--- src/rtl/mul_booth_iter_pkg.sv ---
// Shared types and sizing helpers for the iterative radix-4 Booth multiplier.
// Used by mul_booth_iter and mul_booth_pp.
package mul_booth_iter_pkg;

  typedef enum logic [1:0] {
    IDLE,
    BUSY,
    DONE
  } mul_state_e;

  // Decoded Booth digit: magnitude select (one/two) and sign.
  typedef struct packed {
    logic neg;
    logic one;
    logic two;
  } booth_sel_t;

  function automatic int ndig(input int xlen);
    return xlen / 2 + 1;
  endfunction

  function automatic int ncyc(input int xlen, input int dpc);
    return (ndig(xlen) + dpc - 1) / dpc;
  endfunction

  // One partial-product row: (XLEN+1)-bit operand, x2, plus sign headroom.
  function automatic int row_w(input int xlen);
    return xlen + 4;
  endfunction

  // 3-bit window {b[2i+1], b[2i], b[2i-1]} -> digit in {-2,-1,0,+1,+2}.
  function automatic booth_sel_t booth_decode(input logic [2:0] win);
    booth_sel_t sel;
    sel.neg = win[2] & ~(win[1] & win[0]);
    sel.one = win[1] ^ win[0];
    sel.two = (win[2] ^ win[1]) & ~(win[1] ^ win[0]);
    return sel;
  endfunction

endpackage

--- src/rtl/mul_booth_iter_if.sv ---
// Request/response handshake bundle for mul_booth_iter; master is the issuing
// side, slave is the multiplier.
interface mul_booth_iter_if #(
  parameter int XLEN = 32
);
  logic              req_valid;
  logic              req_ready;
  logic              req_in_1_signed;
  logic              req_in_2_signed;
  logic [XLEN-1:0]   req_in_1;
  logic [XLEN-1:0]   req_in_2;
  logic              resp_valid;
  logic              resp_ready;
  logic [2*XLEN-1:0] resp_result;

  modport master (
    output req_valid, req_in_1_signed, req_in_2_signed, req_in_1, req_in_2, resp_ready,
    input  req_ready, resp_valid, resp_result
  );

  modport slave (
    input  req_valid, req_in_1_signed, req_in_2_signed, req_in_1, req_in_2, resp_ready,
    output req_ready, resp_valid, resp_result
  );
endinterface

--- src/rtl/mul_booth_pp.sv ---
// One radix-4 Booth partial-product row: 3-bit window -> sign-extended row in
// one's-complement form plus the +1 carry that completes a negation.
module mul_booth_pp
  import mul_booth_iter_pkg::*;
#(
  parameter int XLEN = 32
) (
  input  logic [2:0]              win,
  input  logic [XLEN:0]           y,
  output logic [row_w(XLEN)-1:0]  row,
  output logic                    neg
);
  localparam int RW = row_w(XLEN);

  booth_sel_t    sel;
  logic [RW-1:0] y_ext;
  logic [RW-1:0] mag;

  always_comb begin
    sel   = booth_decode(win);
    y_ext = {{3{y[XLEN]}}, y};
    // NOTE: every always_comb output gets a default first so no path can infer a latch.
    mag   = '0;
    if (sel.one)      mag = y_ext;
    else if (sel.two) mag = y_ext << 1;
    row = sel.neg ? ~mag : mag;
    neg = sel.neg;
  end

endmodule

--- src/rtl/mul_booth_iter.sv ---
// Iterative radix-4 Booth multiplier, DPC digits per cycle, valid/ready on both
// sides with kill. Optional early termination under `MUL_EARLY_OUT_EN.
module mul_booth_iter
  import mul_booth_iter_pkg::*;
#(
  parameter int XLEN = 32,
  parameter int DPC  = 2
) (
  input logic           clk,
  input logic           reset_n,
  input logic           kill,
  mul_booth_iter_if.slave bus
);
  localparam int NC = ncyc(XLEN, DPC);
  localparam int RW = row_w(XLEN);
  localparam int SH = 2 * DPC;
  localparam int PW = RW + SH;
  // New rows enter at the top of acc so nothing shifted right is ever lost;
  // after NC steps the product sits at bit 0.
  localparam int S  = SH * (NC - 1);
  localparam int AW = S + PW;
  localparam int CW = $clog2(NC + 1);

  mul_state_e      state_q, state_d;
  logic [XLEN+1:0] x_q;   // {ext, in_1, implicit 0 below bit 0}
  logic [XLEN:0]   y_q;
  logic [CW-1:0]   cnt_q;
  logic [AW-1:0]   acc_q;

  logic [RW-1:0]   row [DPC];
  logic [DPC-1:0]  neg;
  logic [PW-1:0]   pp_sum;
  logic [AW-1:0]   acc_shr, acc_step, acc_fin;
  logic            early;
  logic            accept;

  for (genvar j = 0; j < DPC; j++) begin : g_pp
    mul_booth_pp #(.XLEN(XLEN)) u_pp (
      .win (x_q[2*j+2:2*j]),
      .y   (y_q),
      .row (row[j]),
      .neg (neg[j])
    );
  end

  always_comb begin
    pp_sum = '0;
    for (int j = 0; j < DPC; j++) begin
      pp_sum = pp_sum + ({{SH{row[j][RW-1]}}, row[j]} << (2 * j))
                      + (PW'(neg[j]) << (2 * j));
    end
  end

`ifdef MUL_EARLY_OUT_EN
  logic [CW-1:0] cnt_rem;
`endif

  always_comb begin
    acc_shr  = $signed(acc_q) >>> SH;
    acc_step = acc_shr + {pp_sum, {S{1'b0}}};
`ifdef MUL_EARLY_OUT_EN
    cnt_rem = cnt_q - CW'(1);
    // Remaining multiplier bits all equal -> every later digit is zero.
    early   = (&x_q[XLEN+1:SH]) | ~(|x_q[XLEN+1:SH]);
    acc_fin = early ? $unsigned($signed(acc_step) >>> (SH * int'(cnt_rem))) : acc_step;
`else
    early   = 1'b0;
    acc_fin = acc_step;
`endif
  end

  assign accept          = (state_q == IDLE) && bus.req_valid && !kill;
  assign bus.req_ready   = (state_q == IDLE) && !kill;
  assign bus.resp_valid  = (state_q == DONE);
  assign bus.resp_result = acc_q[2*XLEN-1:0];

  always_comb begin
    state_d = state_q;
    case (state_q)
      IDLE:    if (accept) state_d = BUSY;
      BUSY: begin
        if (kill)                            state_d = IDLE;
        else if (cnt_q == CW'(1) || early)   state_d = DONE;
      end
      DONE:    if (kill || bus.resp_ready) state_d = IDLE;
      default: state_d = IDLE;
    endcase
  end

  // NOTE: sequential state uses non-blocking assignments so all registers update together.
  always_ff @(posedge clk or negedge reset_n) begin
    if (!reset_n) state_q <= IDLE;
    else          state_q <= state_d;
  end

  // NOTE: datapath registers are reset too, so resp_result reads 0 out of reset.
  always_ff @(posedge clk or negedge reset_n) begin
    if (!reset_n) begin
      x_q   <= '0;
      y_q   <= '0;
      cnt_q <= '0;
      acc_q <= '0;
    end else if (accept) begin
      x_q   <= {bus.req_in_1_signed & bus.req_in_1[XLEN-1], bus.req_in_1, 1'b0};
      y_q   <= {bus.req_in_2_signed & bus.req_in_2[XLEN-1], bus.req_in_2};
      cnt_q <= CW'(NC);
      acc_q <= '0;
    end else if (state_q == BUSY && !kill) begin
      x_q   <= $signed(x_q) >>> SH;
      cnt_q <= cnt_q - CW'(1);
      acc_q <= acc_fin;
    end
  end

endmodule
--- src/flat_wrapper.sv ---
// flat-port wrapper written by rule: the top's interface ports become plain ports
module mul_booth_iter_flat import mul_booth_iter_pkg::*;
#(
  parameter int XLEN = 32,
  parameter int DPC  = 2
)
  (clk, reset_n, kill, bus_req_valid, bus_req_in_1_signed, bus_req_in_2_signed, bus_req_in_1, bus_req_in_2, bus_resp_ready, bus_req_ready, bus_resp_valid, bus_resp_result);
  mul_booth_iter_if #(.XLEN(XLEN)) bus_i ();
  input logic clk;
  input logic reset_n;
  input logic kill;
  input wire logic [$bits(bus_i.req_valid)-1:0] bus_req_valid;
  input wire logic [$bits(bus_i.req_in_1_signed)-1:0] bus_req_in_1_signed;
  input wire logic [$bits(bus_i.req_in_2_signed)-1:0] bus_req_in_2_signed;
  input wire logic [$bits(bus_i.req_in_1)-1:0] bus_req_in_1;
  input wire logic [$bits(bus_i.req_in_2)-1:0] bus_req_in_2;
  input wire logic [$bits(bus_i.resp_ready)-1:0] bus_resp_ready;
  output wire logic [$bits(bus_i.req_ready)-1:0] bus_req_ready;
  output wire logic [$bits(bus_i.resp_valid)-1:0] bus_resp_valid;
  output wire logic [$bits(bus_i.resp_result)-1:0] bus_resp_result;
  assign bus_i.req_valid = bus_req_valid;
  assign bus_i.req_in_1_signed = bus_req_in_1_signed;
  assign bus_i.req_in_2_signed = bus_req_in_2_signed;
  assign bus_i.req_in_1 = bus_req_in_1;
  assign bus_i.req_in_2 = bus_req_in_2;
  assign bus_i.resp_ready = bus_resp_ready;
  assign bus_req_ready = bus_i.req_ready;
  assign bus_resp_valid = bus_i.resp_valid;
  assign bus_resp_result = bus_i.resp_result;
  mul_booth_iter #(.XLEN(XLEN), .DPC(DPC)) u_core (.clk(clk), .reset_n(reset_n), .kill(kill), .bus(bus_i));
endmodule
--- config.mk ---
export PLATFORM = sky130hd
export DESIGN_NAME = mul_booth_iter_flat
export DESIGN_NICKNAME = d
export VERILOG_FILES = /design/src/rtl/mul_booth_iter_pkg.sv /design/src/rtl/mul_booth_iter_if.sv /design/src/rtl/mul_booth_pp.sv /design/src/rtl/mul_booth_iter.sv /design/src/flat_wrapper.sv
export SDC_FILE = /design/constraint.sdc
export NUM_CORES = 1
export LEC_CHECK = 0
export ABC_AREA = 1
export BUFFER_PORTS_ARGS = -buffer_cell sky130_fd_sc_hd__clkbuf_2
export CELL_PAD_IN_SITES_DETAIL_PLACEMENT = 1
export CELL_PAD_IN_SITES_GLOBAL_PLACEMENT = 1
export CORE_MARGIN = 2
export CORE_UTILIZATION = 45
export DETAILED_ROUTE_END_ITERATION = 8
export PLACE_DENSITY = 0.93
export SYNTH_ARGS = -nofsm -noshare
export SYNTH_HDL_FRONTEND = slang
export SYNTH_SLANG_ARGS = --single-unit
--- constraint.sdc ---
create_clock -name clk -period 9.8 [get_ports clk]
set_clock_uncertainty 0.1 [all_clocks]
set_input_delay 0 -clock clk [delete_from_list [all_inputs] [get_ports clk]]
set_output_delay 0 -clock clk [all_outputs]
set_load 0.005 [all_outputs]
=== After elaboration in Yosys (flattened, before gate mapping) ===
Index checks and enable logic that the tools add are counted.
W data, S select, Z words.

* Add/sub/neg operators: 5
* Equal/unequal tests: 6
* Multiplexer cells: 17
* Bitwise gates (word level): 18
* Reduce and logical (&&, ||, !) cells: 9

{| class="wikitable"
|+ Operators by type and width
! cell !! number
|-
| $mux W36 || 6
|-
| $mux W72 || 2
|-
| $add A72 B72 Y72 || 1
|-
| $not A36 Y36 || 2
|-
| $add A40 B3 Y40 || 1
|-
| $add A40 B40 Y40 || 1
|-
| $add A36 B2 Y37 || 1
|-
| $mux W34 || 1
|-
| $mux W33 || 1
|-
| $and A1 B1 Y1 || 8
|-
| $mux W2 || 4
|-
| $mux W4 || 2
|-
| $pmux W2 S3 || 1
|-
| $eq A4 B1 Y1 const B || 1
|-
| $logic_and A1 B1 Y1 || 4
|-
| $ne A2 B1 Y1 const B || 2
|-
| $not A1 Y1 || 4
|-
| $sub A4 B1 Y4 const B || 1
|-
| $xor A1 B1 Y1 || 4
|-
| $ne A3 B2 Y1 const B || 1
|-
| $reduce_and A3 Y1 || 1
|-
| $eq A2 B1 Y1 const B || 1
|-
| $eq A2 B2 Y1 const B || 1
|-
| $logic_not A2 Y1 || 1
|-
| 3 further kinds || 3
|}

* Flip-flop bits (word level): 145
* Word-level logic and storage cells: 61

=== Logic depth before layout (Yosys ltp) ===
Gate-level depths: netlist of the first run.

* Depth in word-level cells: 13
* Depth in mapped cells: 44

=== Cells and area by module ===
A second synthesis of the first run with hierarchy kept.

* Cells, all modules: 2142
* Area total of the unflattened synthesis: 13947.1 µm²

{| class="wikitable"
|+ By module, submodules not included
! module !! instances !! cells each !! area an instance (µm²)
|-
| mul_booth_iter || 1 || 1686 || 11832.6
|-
| mul_booth_pp || 2 || 228 || 1057.3
|}

=== Worst setup path before layout of the first run ===
No wires, ideal clock.

* Path type: register to register
* From: register u_core.x_q[1]
* To: register u_core.acc_q[67]
* Data arrival time: 5.193 ns
* Data required time: 9.582 ns
* Setup slack: 4.389 ns
* Cell stages (with the launch flop): 36
* Clock period less this slack: 5.411 ns
* Cells stage by stage: dfrtp_1 -> ha_1 -> buf_4 -> clkinv_2 -> nand3_4 -> inv_2 -> nand2_1 -> nand2_1 -> xor2_1 -> ha_1 -> inv_1 -> nor2_2 -> nand2_2 -> nor2_2 -> xnor2_1 -> inv_1 -> ha_1 -> ha_1 -> nand2_1 -> nor2_1 -> inv_1 -> o21ai_0 -> a21oi_1 -> or2_2 -> nand3_1 -> nand2_1 -> ha_1 -> nand2_1 -> nor2_1 -> inv_1 -> nor4_1 -> nand3_1 -> nand3_1 -> nand2_1 -> nand3_1 -> nand2_1

* Cells in the longest elaborated chain, start to end: 13
* Elaborated cells on any way between the ends: 17
* Classes of those cells: 4 x add/sub; 5 x mux; 8 x bitwise

{| class="wikitable"
|+ Ends and longest elaborated chain
! what !! line !! source
|-
| start, declared || mul_booth_iter.sv:25 || <nowiki>logic [XLEN+1:0] x_q;</nowiki>
|-
| start signal, assigned || mul_booth_iter.sv:104 || <nowiki>x_q <= {bus.req_in_1_signed & bus.req_in_1[XLEN-1], bus.req_in_1, 1'b0};</nowiki>
|-
| start signal, assigned || mul_booth_iter.sv:109 || <nowiki>x_q <= $signed(x_q) >>> SH;</nowiki>
|-
| $xor A1 B1 Y1 || mul_booth_iter_pkg.sv:35, mul_booth_iter_pkg.sv:36 ||
|-
| $not A1 Y1 || mul_booth_iter_pkg.sv:36 || <nowiki>sel.two = (win[2] ^ win[1]) & ~(win[1] ^ win[0]);</nowiki>
|-
| $and A1 B1 Y1 || mul_booth_iter_pkg.sv:36 ||
|-
| $mux W36 || mul_booth_pp.sv:25 || <nowiki>else if (sel.two) mag = y_ext << 1;</nowiki>
|-
| $mux W36 || mul_booth_pp.sv:24 || <nowiki>if (sel.one) mag = y_ext;</nowiki>
|-
| $not A36 Y36 || mul_booth_pp.sv:26 || <nowiki>row = sel.neg ? ~mag : mag;</nowiki>
|-
| $mux W36 || mul_booth_pp.sv:26 ||
|-
| $add A36 B2 Y37 * || mul_booth_iter.sv:50 || <nowiki>+ (PW'(neg[j]) << (2 * j));</nowiki>
|-
| $add A40 B40 Y40 * || mul_booth_iter.sv:49 || <nowiki>pp_sum = pp_sum + ({{SH{row[j][RW-1]}}, row[j]} << (2 * j))</nowiki>
|-
| $add A40 B3 Y40 * || mul_booth_iter.sv:50 ||
|-
| $add A72 B72 Y72 * || mul_booth_iter.sv:60 || <nowiki>acc_step = acc_shr + {pp_sum, {S{1'b0}}};</nowiki>
|-
| $mux W72 * || mul_booth_iter.sv:108 || <nowiki>end else if (state_q == BUSY && !kill) begin</nowiki>
|-
| $mux W72 * || mul_booth_iter.sv:103 || <nowiki>end else if (accept) begin</nowiki>
|-
| end signal, assigned || mul_booth_iter.sv:111 || <nowiki>acc_q <= acc_fin;</nowiki>
|-
| end, declared || mul_booth_iter.sv:28 || <nowiki>logic [AW-1:0] acc_q;</nowiki>
|}

Every way passes the cells marked *; elsewhere a longest branch is shown, timed or not. The select of a mux whose other input is x is not followed.
A chain may end at the register's enable or synchronous reset.

=== Worst setup path in the final report of the first run ===
* From: register u_core.x_q[2]
* To: register u_core.acc_q[67]

* Cells in the longest elaborated chain, start to end: 12
* Elaborated cells on any way between the ends: 23
* Classes of those cells: 4 x add/sub; 8 x mux; 11 x bitwise

{| class="wikitable"
|+ Ends and longest elaborated chain
! what !! line
|-
| $xor A1 B1 Y1 (on tied branches) || mul_booth_iter_pkg.sv:36, mul_booth_iter_pkg.sv:35
|-
| $and A1 B1 Y1 / $not A1 Y1 (equally long branches) || mul_booth_iter_pkg.sv:36
|-
| $mux W36 / $and A1 B1 Y1 (equally long branches) || mul_booth_pp.sv:25, mul_booth_iter_pkg.sv:36
|-
| $mux W36 (on tied branches) || mul_booth_pp.sv:24, mul_booth_pp.sv:25
|-
| $not A36 Y36 / $mux W36 (equally long branches) || mul_booth_pp.sv:26, mul_booth_pp.sv:24
|-
| $mux W36 / $not A36 Y36 (equally long branches) || mul_booth_pp.sv:26
|-
| $add A36 B2 Y37 / $mux W36 (equally long branches) || mul_booth_iter.sv:50, mul_booth_pp.sv:26
|-
| $add A40 B40 Y40 || mul_booth_iter.sv:49
|-
| $add A40 B3 Y40 * || mul_booth_iter.sv:50
|-
| $add A72 B72 Y72 * || mul_booth_iter.sv:60
|-
| $mux W72 * || mul_booth_iter.sv:108
|-
| $mux W72 * || mul_booth_iter.sv:103
|}

Marked as above.

==> results of run 1 <==
[metal layers]
layer	GRT usage	up-vias	wire length, µm
met5	0	-	0
met4	0.203	0	3500
met3	0.0671	230	4100
met2	0.623	702	29000
li1	-	7346	-
met1	0.440	7846	24400
[cell usage in the layout (no fill, tap or decap), types with 17 or more instances in the layout]
master and count:
nand2_1 679, o221ai_1 28, xor2_1 62, nor2_1 186, nand2_2 18, clkbuf_2 135, o21ai_0 120, nand3_1 112
o22ai_1 64, inv_1 299, clkbuf_16 17, ha_1 114, xnor2_1 21, dlygate4sd3_1 72, dfrtp_1 145, a21oi_1 97
nand4_1 29
[cell type report]
type	count	area, µm²
antenna	3	7.51
multi-input combinational	1640	8890
fill	4196	15300
timing repair buffer	213	1450
clock inverter	15	213
clock buffer	17	425
sequential	145	3630
inverter	306	1150
tap	402	503
[per-stage QoR]
step	setup WS [ns]	hold slack [ns]	instances
floorplan	4.39	-0.396	2214
global placement	2.63	-0.0177	2634
detailed placement	2.30	-0.00587	2634
CTS	2.12	0.0930	2738
global route	1.11	0.149	2741
finish	1.77	0.0418	2741
[worst paths after layout]
kind                                              from                           end  slack [ns]  depth (start not counted)
setup / recovery             u_core.x_q[2]$_DFFE_PN0P_  u_core.acc_q[67]$_DFFE_PN0P_        1.77                         28
hold / removal                                 reset_n    u_core.y_q[27]$_DFFE_PN0P_        0.04                          2
setup reg to reg             u_core.x_q[2]$_DFFE_PN0P_  u_core.acc_q[67]$_DFFE_PN0P_        1.77                         28
hold reg to reg            u_core.acc_q[2]$_DFFE_PN0P_   u_core.acc_q[2]$_DFFE_PN0P_        0.42                          2
max in group asynchronous                      reset_n  u_core.acc_q[50]$_DFFE_PN0P_        8.08                          3
min in group clk                                  kill  u_core.acc_q[67]$_DFFE_PN0P_        0.17                          5
[worst reg2reg max path, delay by kind of cell, from the launching register on]
kind / cells / cell delay (ns)
flops: 1 / 0.45
fa+ha+maj: 5 / 1.81
xor+xnor: 1 / 0.14
simple gates: 14 / 3.12
buf+inv: 4 / 1.09
compound gates: 4 / 1.23
[repair_timing]
action | CTS | global route
buffers inserted | 0 | 0
hold buffers | 72 | 0
hold endpoints to repair | 151 | 0
setup endpoints to repair | 0 | 0
[logic make-up (layout without fill, tap and decap cells)]
family                     count (synthesis)  in the layout
and+or+nand+nor                         1080           1080
buffers and inverters                    429            551
AOI/OAI and AO/OA                        361            361
DFF                                      145            145
adders and majority gates                116            116
xor gates and xnor gates                  83             83
other                                      0              3
[state kept, by name, summed over array words and instances (netlist names)]
signal	cells
u_core.state_q	2
u_core.y_q	33
u_core.cnt_q	4
u_core.acc_q	72
u_core.x_q	34
==> impl_metrics.toml, run 1 <==
[clock_network]
cts_resized = 0
cts_root_buf = "clkbuf_16"
htree_levels = 4
cts_tree = "built"
cts_buffers = 17
path_clk_slew_ns = 0.08
clock_tree.buffer_depth = 2
cts.sink_count = 145
worst_skew_pair.late_latency_ns = 0.45

[timing]
maxSlewViolCount = 0
period_needed_ns = 8.03
setup_tns_ns = 0
fmax_ghz = 0.125
finalSetupViolCount = 0
tightest_slew_ns = 1.27
finalHoldViolCount = 0
slew_headroom = 0.151
fin_crit_sh = 0.819
rsz0062_at_grt = "false"

[logic_synthesis]
synth_top_cell_area_share = 0.251
synthFlopType = "dfrtp_1"
synth_compound_area_frac = 0.147
synth_edf_count = 0
syn_avg_cell_area_um2 = 6.52
synth_fa_ha_area_frac = 0.102
synth_top_family_by_area = "simple AND/OR/NAND/NOR gates"
syn_nets = 2401
synth-xor-area-share = 0.0504
synth_warnings = 0
yosysUniqueCellTypes = 45
yosys-top-cells-count = "nand2_1 (679), inv_1 (301), nor2_1 (188), dfrtp_1 (145), o21ai_0 (120)"
synth.area.top_cells = "dfrtp_1 (25%), nand2_1 (18%), ha_1 (9.9%)"
syn_inst = 2214
yosysMostFrequentCell = "nand2_1"
synthMuxAreaShare = 0
synth_top_cell_by_area = "dfrtp_1"
synth_async_sr_flop_share = 1.00
synth-seq-area-share = 0.251
synth_area_um2 = 14400
yosys.area_share.simple = 0.316
ys_ff_latch = 145

[grt]
track_usage = 0.367
grt_pass1_wl_um = 95500
grt.overflow.total = 0
grt_max_degree = 102
grt_pass1_vias = 17000
antenna_found_initial = 3

[die]
dieWidth_um = 183
die-area_um2 = 33500
rows = 65
core_area_um2 = 31600
ios = 137
die_y_um = 183
initial_core_util = 0.457

[worst_setup_path]
worstPathBufferInverterCount = 4
worst_setup_path_start_kind = "flip-flop"
critPathMaxStageDelay_ns = 1.14
cpLargestDelayFamily = "simple AND/OR/NAND/NOR gates"
end_kind = "flip-flop"
critPathKind = "flip-flop to flip-flop"
cp_data_arrival_time_ns = 8.28
crit_fanout = 33
critical_path.most_common_cell = "nand3_1"
required_ns = 10.05
crit_slowest_cell = "nand3_1"

[route]
drt-initial-drc-count = 1203
routed_wl_um = 61000
drc = 0
viasPerCell = 5.88
drtAntennaViolNets = 0
dr_total_vias = 16100
wl_per_cell_um = 22.2
firstDrtPassIters = 5

[finish]
utilization = 0.515
layout-drive-gt1-share = 0.101
nets = 2510
final_cell_area_um2 = 16300
area_delta_synth_final_pct = 12.7

[min_path]
hp-class = "input port to async pin"

[place]
placement.cell_area_um2 = 14900
gp_congestion = 0.940
io_buffers = 136
hpwl_um = 40800

[status]
status = "complete, no violations"

[job]
max_cap_violations = 0
Power of run 1 is not shown: default switching activity piles up to over one toggle a cycle in this logic, so the estimate is an artifact.
==> run 2: changes to the inputs <==
Settings changed: ABC_AREA 1 to 0, PLACE_DENSITY 0.93 to 0.9.
Clock period 9.8 ns to 7.9 ns, I/O delays scaled along.
==> impl_metrics.toml, run 2 <==
[status]
status = "complete, no violations"

[worst_setup_path]
cp_data_arrival_time_ns = 7.69
reg2regPathDepth = 27
rrSetupSlack_ns = 0.40
cpLargestDelayFamily = "compound AO/OA/AOI/OAI gates"
r2r-end = "u_core.acc_q[70]$_DFFE_PN0P_"
required_ns = 8.09
worst_setup_path_start_kind = "flip-flop"
worstReg2RegStart = "u_core.x_q[1]$_DFFE_PN0P_"
crit_fanout = 26
crit_slowest_cell = "a221oi_1"
critPathKind = "flip-flop to flip-flop"
critPathMaxStageDelay_ns = 0.49
end_kind = "flip-flop"
worstPathBufferInverterCount = 1

[clock_network]
worst_skew_pair.late_latency_ns = 0.45
path_clk_slew_ns = 0.07
cts_tree = "built"
htree_levels = 4
cts_root_buf = "clkbuf_16"
cts.sink_count = 145
clock_tree.buffer_depth = 2
cts_buffers = 17

[die]
core_area_um2 = 28700
die_y_um = 175
initial_core_util = 0.456
ios = 137
rows = 62
die-area_um2 = 30500
dieWidth_um = 175

[logic_synthesis]
synth_top_cell_by_area = "dfrtp_1"
synth_async_sr_flop_share = 1.00
synth_area_um2 = 13100
yosysMostFrequentCell = "nand2_1"
synth_top_cell_area_share = 0.277
synth.area.top_cells = "dfrtp_1 (28%), ha_1 (11%), nand2_1 (10%)"
yosysUniqueCellTypes = 79
syn_nets = 1823
yosys-top-cells-count = "nand2_1 (361), dfrtp_1 (145), ha_1 (114), a21oi_1 (108), o21ai_0 (95)"
syn_inst = 1636
synth-seq-area-share = 0.277
synthFlopType = "dfrtp_1"
syn_avg_cell_area_um2 = 8.00
synth_warnings = 0
ys_ff_latch = 145
synth_edf_count = 0

[timing]
setup_tns_ns = 0
period_needed_ns = 7.50
slew_headroom = 0.263
worst_hold_slack_ns = 0.0313
fin_crit_sh = 0.949
fmax_ghz = 0.133
tightest_slew_ns = 1.11
finalSetupViolCount = 0
rsz0062_at_grt = "false"
finalHoldViolCount = 0
maxSlewViolCount = 0

[route]
drc = 0
firstDrtPassIters = 5
routed_wl_um = 45900
dr_total_vias = 12800
wl_per_cell_um = 21.6
drt-initial-drc-count = 969
drtAntennaViolNets = 0
viasPerCell = 6.02

[grt]
grt_max_degree = 98
grt.overflow.total = 0
antenna_found_initial = 3
track_usage = 0.299
grt_pass1_wl_um = 72900
grt_pass1_vias = 13400

[place]
io_buffers = 136
placement.cell_area_um2 = 13600
hpwl_um = 28900
gp_congestion = 0.922

[finish]
regArea_um2 = 3630
largest_register = "u_core.acc_q"
largestRegisters = "u_core.acc_q x72, u_core.x_q x34, u_core.y_q x33"
final_cell_mix = "nand2_1 (359), dfrtp_1 (144), clkbuf_2 (135), ha_1 (113), a21oi_1 (108)"
layout-drive-gt1-share = 0.137
nets = 1917
final_common_cell = "nand2_1"
multi_input_area_um2 = 8540
area_delta_synth_final_pct = 14.9
fill_cells = 3523
largest_reg_flops = 72
final_cell_area_um2 = 15000

[job]
max_cap_violations = 0

[min_path]
hp-class = "input port to async pin"
-- run 2: through the flow --
stage	util	std cells	setup slack, ns
floorplan	-	1636	0.468
global placement	0.473	2022	0.351
detailed placement	0.473	2022	0.0520
CTS	0.521	2124	0.135
global route	0.524	2129	0.0229
finish	0.524	2129	0.403
-- run 2: how the worst max path moves through the flow --
stage / from / endpoint / slack, ns / cells past startpoint
after CTS: u_core.x_q[2]$_DFFE_PN0P_ / u_core.acc_q[70]$_DFFE_PN0P_ / 0.13 / 28
after floorplan: u_core.x_q[1]$_DFFE_PN0P_ / u_core.acc_q[68]$_DFFE_PN0P_ / 0.47 / 35
after global placement: u_core.x_q[1]$_DFFE_PN0P_ / u_core.acc_q[70]$_DFFE_PN0P_ / 0.35 / 29
after detailed placement: u_core.x_q[1]$_DFFE_PN0P_ / u_core.acc_q[70]$_DFFE_PN0P_ / 0.05 / 30
after global routing: u_core.x_q[1]$_DFFE_PN0P_ / u_core.acc_q[68]$_DFFE_PN0P_ / 0.02 / 32
final: u_core.x_q[1]$_DFFE_PN0P_ / u_core.acc_q[70]$_DFFE_PN0P_ / 0.40 / 27
-- run 2: final cells by class --
type                            instances  area share
Multi-Input combinational cell       1306       0.568
Inverter                               26     0.00649
Tap cell                              384      0.0320
Timing Repair Buffer                  234       0.107
Clock buffer                           17      0.0283
Antenna cell                            2    0.000333
Clock inverter                         15      0.0163
Sequential cell                       145       0.241
-- run 2: cells by family after synthesis --
kind of cell,after synthesis,synth area share
XOR/XNOR,160,0.108
buffers and inverters,185,0.0750
AND/OR/NAND/NOR,599,0.214
flip-flops,145,0.277
multiplexers,3,0.00230
AO/OA/AOI/OAI,428,0.212
adder cells (fa/ha/maj),116,0.112
-- run 2: layer usage --
metal	track usage	wire length, µm
met5	0	13
met4	0.114	1410
met3	0.0420	2300
met2	0.537	23600
met1	0.363	18600
-- run 2: what timing repair did --
item	4_1_cts	5_1_grt
hold buffers	70	0
gates resized for setup	1	8
buffers inserted	0	3
pin swaps	0	2
endpoints found under the setup margin	1	7
endpoints found under the hold margin	130	0
Power of run 2 is left out for the same reason.
